### src/rtl/dff_pkg.sv
// Shared definitions for the D flip-flop response checker.
package dff_pkg;

    // Checker FSM: wait for a known flop state, compare, then hold results.
    typedef enum logic [1:0] {
        IDLE  = 2'd0,
        CHECK = 2'd1,
        DONE  = 2'd2
    } dff_mon_state_t;

    localparam int DFF_MON_CNT_W      = 8;
    localparam int DFF_MON_NUM_CHECKS = 16;

endpackage

### src/rtl/sat_counter.sv
// Saturating up-counter with synchronous clear (clear wins over increment).
module sat_counter #(
    parameter int W = 8
) (
    input  logic         clk,
    input  logic         reset,
    input  logic         inc,
    input  logic         clr,
    output logic [W-1:0] cnt
);

    localparam logic [W-1:0] MAX = '1;

    // Count up on inc, stick at all-ones, zero on clr.
    always_ff @(posedge clk or negedge reset) begin
        if (!reset)
            cnt <= '0;
        else if (clr)
            cnt <= '0;
        else if (inc && (cnt != MAX))
            cnt <= cnt + 1'b1;
    end

endmodule

### src/rtl/dff_monitor.sv
// Response checker for a D flip-flop: one-register reference model, compare
// counters, sticky error and completion flag.
// Optional macro DFF_MON_FIRST_ERR_EN adds first_err_idx, the check index of
// the first mismatch (all-ones while no mismatch has been seen).
module dff_monitor
    import dff_pkg::*;
#(
    parameter int CNT_W      = DFF_MON_CNT_W,
    parameter int NUM_CHECKS = DFF_MON_NUM_CHECKS
) (
    input  logic             clk,
    input  logic             reset,
    input  logic             clr,
    input  logic             dut_reset,
    input  logic             dut_d,
    input  logic             dut_q,
    output logic [CNT_W-1:0] check_cnt,
    output logic [CNT_W-1:0] mis_cnt,
    output logic             mis_pulse,
    output logic             err,
    output logic             done
`ifdef DFF_MON_FIRST_ERR_EN
    ,
    output logic [CNT_W-1:0] first_err_idx
`endif
);

    // check_cnt value seen on the compare that completes the run
    localparam logic [CNT_W-1:0] LAST_IDX = CNT_W'(NUM_CHECKS - 1);

    dff_mon_state_t state, state_nxt;
    logic           exp_q;
    logic           in_check;
    logic           mismatch;
    logic           last_cmp;

    assign in_check = (state == CHECK);
    assign mismatch = in_check && (dut_q != exp_q);
    assign last_cmp = in_check && (check_cnt == LAST_IDX);
    assign done     = (state == DONE);

    // Next-state: clr always restarts; the model is trusted only after a dut_reset.
    always_comb begin
        state_nxt = state;
        if (clr) begin
            state_nxt = IDLE;
        end else begin
            case (state)
                IDLE:    if (dut_reset) state_nxt = CHECK;
                CHECK:   if (last_cmp)  state_nxt = DONE;
                DONE:    state_nxt = DONE;
                default: state_nxt = IDLE;
            endcase
        end
    end

    // State register.
    always_ff @(posedge clk or negedge reset) begin
        if (!reset) state <= IDLE;
        else        state <= state_nxt;
    end

    // Reference flop model; keeps tracking in every state, including during clr.
    always_ff @(posedge clk or negedge reset) begin
        if (!reset)         exp_q <= 1'b0;
        else if (dut_reset) exp_q <= 1'b0;
        else                exp_q <= dut_d;
    end

    // Mismatch pulse and sticky error; clr suppresses a same-edge mismatch.
    always_ff @(posedge clk or negedge reset) begin
        if (!reset) begin
            mis_pulse <= 1'b0;
            err       <= 1'b0;
        end else if (clr) begin
            mis_pulse <= 1'b0;
            err       <= 1'b0;
        end else begin
            mis_pulse <= mismatch;
            if (mismatch) err <= 1'b1;
        end
    end

    sat_counter #(.W(CNT_W)) u_check_cnt (
        .clk   (clk),
        .reset (reset),
        .inc   (in_check),
        .clr   (clr),
        .cnt   (check_cnt)
    );

    sat_counter #(.W(CNT_W)) u_mis_cnt (
        .clk   (clk),
        .reset (reset),
        .inc   (mismatch),
        .clr   (clr),
        .cnt   (mis_cnt)
    );

`ifdef DFF_MON_FIRST_ERR_EN
    // Latch the pre-increment check index of the first mismatch only.
    always_ff @(posedge clk or negedge reset) begin
        if (!reset)
            first_err_idx <= '1;
        else if (clr)
            first_err_idx <= '1;
        else if (mismatch && !err)
            first_err_idx <= check_cnt;
    end
`endif

endmodule

### config.mk
export PLATFORM = sky130hd
export DESIGN_NAME = dff_monitor
export DESIGN_NICKNAME = d
export VERILOG_FILES = /design/src/rtl/dff_pkg.sv /design/src/rtl/sat_counter.sv /design/src/rtl/dff_monitor.sv
export SDC_FILE = /design/constraint.sdc
export NUM_CORES = 1
export LEC_CHECK = 0
export BUFFER_PORTS_ARGS = -buffer_cell sky130_fd_sc_hd__clkbuf_2
export CAP_MARGIN = 20
export CORE_ASPECT_RATIO = 1.25
export CORE_MARGIN = 2
export CORE_UTILIZATION = 52
export DETAILED_ROUTE_END_ITERATION = 6
export PLACE_DENSITY = 0.87
export SYNTH_ARGS = -nofsm -noshare
export SYNTH_HDL_FRONTEND = slang
export SYNTH_SLANG_ARGS = --single-unit
### constraint.sdc
create_clock -name clk -period 2.4 [get_ports clk]
set_clock_uncertainty 0.15 [all_clocks]
set_input_delay 0.24 -clock clk [delete_from_list [all_inputs] [get_ports clk]]
set_output_delay 0.24 -clock clk [all_outputs]
set_load 0.005 [all_outputs]
==> flow_metrics.tcl <==
set metrics [dict create \
    hold_path_depth 4 \
    synth_ff_type "dfrtp_1" \
    drt_iter0_drc 13 \
    yosysTopAreaCell "dfrtp_1" \
    grt.overflow.total 0 \
    rr_worst_depth 5 \
    pwr-share-seq_pct 50.1 \
    slew_headroom_pct 65.6 \
    crit_arrival_ns 2.03 \
    yosysWarnings 0 \
    cts_buffer_depth 2 \
    start_util_pct 55.7 \
    yosysMostFrequentCell "dfrtp_1" \
    p_per_area_nw_per_um2 650 \
    total_leakage_power_nw 0.607 \
    synthDistinctLibCells 36 \
    hold_viol 0 \
    clkTransAtPathRegs_ns 0.12 \
    final.setup.tns_ns 0 \
    power_switching_uw 294 \
    min_path_type "in -> reg" \
    fin_crit_ns 1.94 \
    whs_endpoint "mis_pulse" \
    fp.dieArea_um2 2540 \
    cts_tree "yes" \
    fillerInstances 160 \
    cts_max_level 1 \
    hold_buffers 3 \
    via_per_inst 5.93 \
    post_route_cells_drive_above_1_share_pct 24.6 \
    maxSlewViolCount 0 \
    p_clk_share_pct 19.8 \
    ant_nets 0 \
    yosys-top-cells-area "dfrtp_1, ha_1, a21oi_1" \
    clkLatencyLatePin_ns 0.31 \
    swShare_pct 34.4 \
    final-seq-area_um2 526 \
    antenna_found_initial 0 \
    crit_type "reg -> reg" \
    fin_cells 162 \
    critPathCaptureType "register" \
    synthArstFlopShare_pct 100 \
    ys_ff_latch 21 \
    timing.rr.end "u_mis_cnt.cnt[6]" \
    layout.nets 154 \
    rsz0062_at_grt "no" \
    syn_nets 124 \
    vdd_ir_drop_max_mv 0.554 \
    clock-sinks 21 \
    synth_top_area_share_pct 47.0 \
    multi_input_area_um2 564 \
    yosys-top-cells-count "dfrtp_1, a21oi_1, nor2_1, nand3_1, o21ai_0" \
    combPwrFrac_pct 30.1 \
    outcome "finished clean" \
    hpwl_mm 1.67 \
    crit_path_start_kind "register" \
    drcViolationCount 0 \
    die_y_um 55.8 \
    routed_wl_mm 2.24 \
    hp-start "dut_q" \
    numCtsBuffers 3 \
    area_growth_syn_to_layout_pct 17.7 \
    cap_violations 0 \
    max_clock_freq_mhz 517 \
    port_buffers 24 \
    critPathMaxFanout 5 \
    cts_setup_buffers 0 \
    die_w_um 45.5 \
    gp_congestion 0.828 \
    required_ns 2.49 \
    internal-power_uw 561 \
    syn_area_um2 1120 \
    grt_pass1_vias 924 \
    dp_cells 155 \
    cts_resized 0 \
    finalSetupViolations 0 \
    synth_cells 113 \
    rows 18 \
    antenna_cells 0 \
    synth-edff-count 0 \
    syn_area_per_cell_um2 9.89 \
    first_pass_iters 4 \
    routedWlPerCell_um 13.8 \
    worst_pin_slew_ns 0.515 \
    grt_use_total_pct 20.4 \
    design.core.area_um2 2000 \
    synth_seq_area_share_pct 47.0 \
    cts-root-buf "clkbuf_4" \
    reg2reg_slack_ns 0.46 \
    ios 25 \
    grt_max_degree 23 \
    grt_pass1_wl_mm 3.89 \
    timing.rr.start "u_mis_cnt.cnt[0]" \
    via_count 961 \
    period_share_pct 80.6 \
]
-- through the flow --
step / instance area [um2] / hold slack, ns / worst slack, ns / power, mW / util (%)
after detailed placement: 1260 / 0.0830 / 0.488 / 0.690 / 62.7
after global placement: 1260 / 0.0840 / 0.552 / 0.671 / 62.7
after global routing: 1320 / 0.179 / 0.356 / 0.924 / 65.6
after floorplan: 1120 / -0.206 / 0.575 / 0.598 / -
after CTS: 1320 / 0.142 / 0.465 / 0.863 / 65.6
final: 1320 / 0.145 / 0.464 / 0.855 / 65.6
-- how the worst max path moves through the flow --
stage,from,to,slack (ns),cells past startpoint
final,u_mis_cnt.cnt[0],u_mis_cnt.cnt[6],0.46,5
after global routing,state[1],u_mis_cnt.cnt[3],0.36,6
after CTS,u_mis_cnt.cnt[0],u_mis_cnt.cnt[6],0.47,5
after detailed placement,u_mis_cnt.cnt[0],u_mis_cnt.cnt[6],0.49,5
after global placement,u_mis_cnt.cnt[0],u_mis_cnt.cnt[6],0.55,5
after floorplan,u_mis_cnt.cnt[0],u_mis_cnt.cnt[6],0.57,5
-- layout by cell type (no fill, tap or decap), drive strengths merged, types with 3 or more instances in the layout --
master | synthesis | layout
dlygate4sd3 | 0 | 3
nor3 | 3 | 3
or3 | 3 | 3
inv | 4 | 4
dfrtp | 21 | 21
a21oi | 11 | 11
o21ai | 6 | 6
clkbuf | 2 | 27
xor2 | 5 | 5
nand4 | 3 | 3
nand2 | 5 | 5
nor2 | 11 | 11
nand3 | 8 | 8
ha | 5 | 5
-- flip-flops by register name, summed over array words and instances, names as in the netlist --
register / count
err: 1
exp_q: 1
mis_pulse: 1
state: 2
u_check_cnt.cnt: 8
u_mis_cnt.cnt: 8
-- cell families (layout without fill, tap and decap cells) --
group	count (synthesis)	after routing	synth area share (%)
flops	21	21	47.0
xor+xnor	6	6	5.38
simple gates	46	46	23.3
compound gates	26	26	14.4
mux	2	2	1.79
fa+ha+maj	5	5	5.60
buf+inv	7	36	2.46
-- layout make-up --
type,instances,share of cell area [%]
clock buffer,3,1.71
inverter,4,1.14
multi-input combinational,85,42.9
tap,20,1.90
timing repair buffer,28,12.0
clock inverter,1,0.381
sequential,21,40.0
-- layer usage --
layer  vias to the layer above  share of wire, %  global-route usage (%)
met2                        23                52                    35.2
met4                         0               2.0                    9.66
met3                         5               3.5                    2.92
met5                         -                 0                       0
met1                       462                43                    23.4
li1                        471                 -                       -
-- critical path, cell delays in order, from the launching register on --
cell and delay, ns:
dfrtp_1 0.44, ha_1 0.27, nand4_1 0.14, or2b_1 0.26, or4_1 0.47, a21oi_1 0.15
-- power groups by stage --
stage / Sequential [mW] / Combinational [mW] / Clock, mW
2_1_floorplan: 0.431 / 0.167 / 0
3_3_place_gp: 0.431 / 0.239 / 0
3_5_place_dp: 0.435 / 0.255 / 0
4_1_cts: 0.428 / 0.260 / 0.174
5_1_grt: 0.435 / 0.294 / 0.194
6_report: 0.429 / 0.257 / 0.169
No activity file was read; power rests on OpenSTA's default activity.
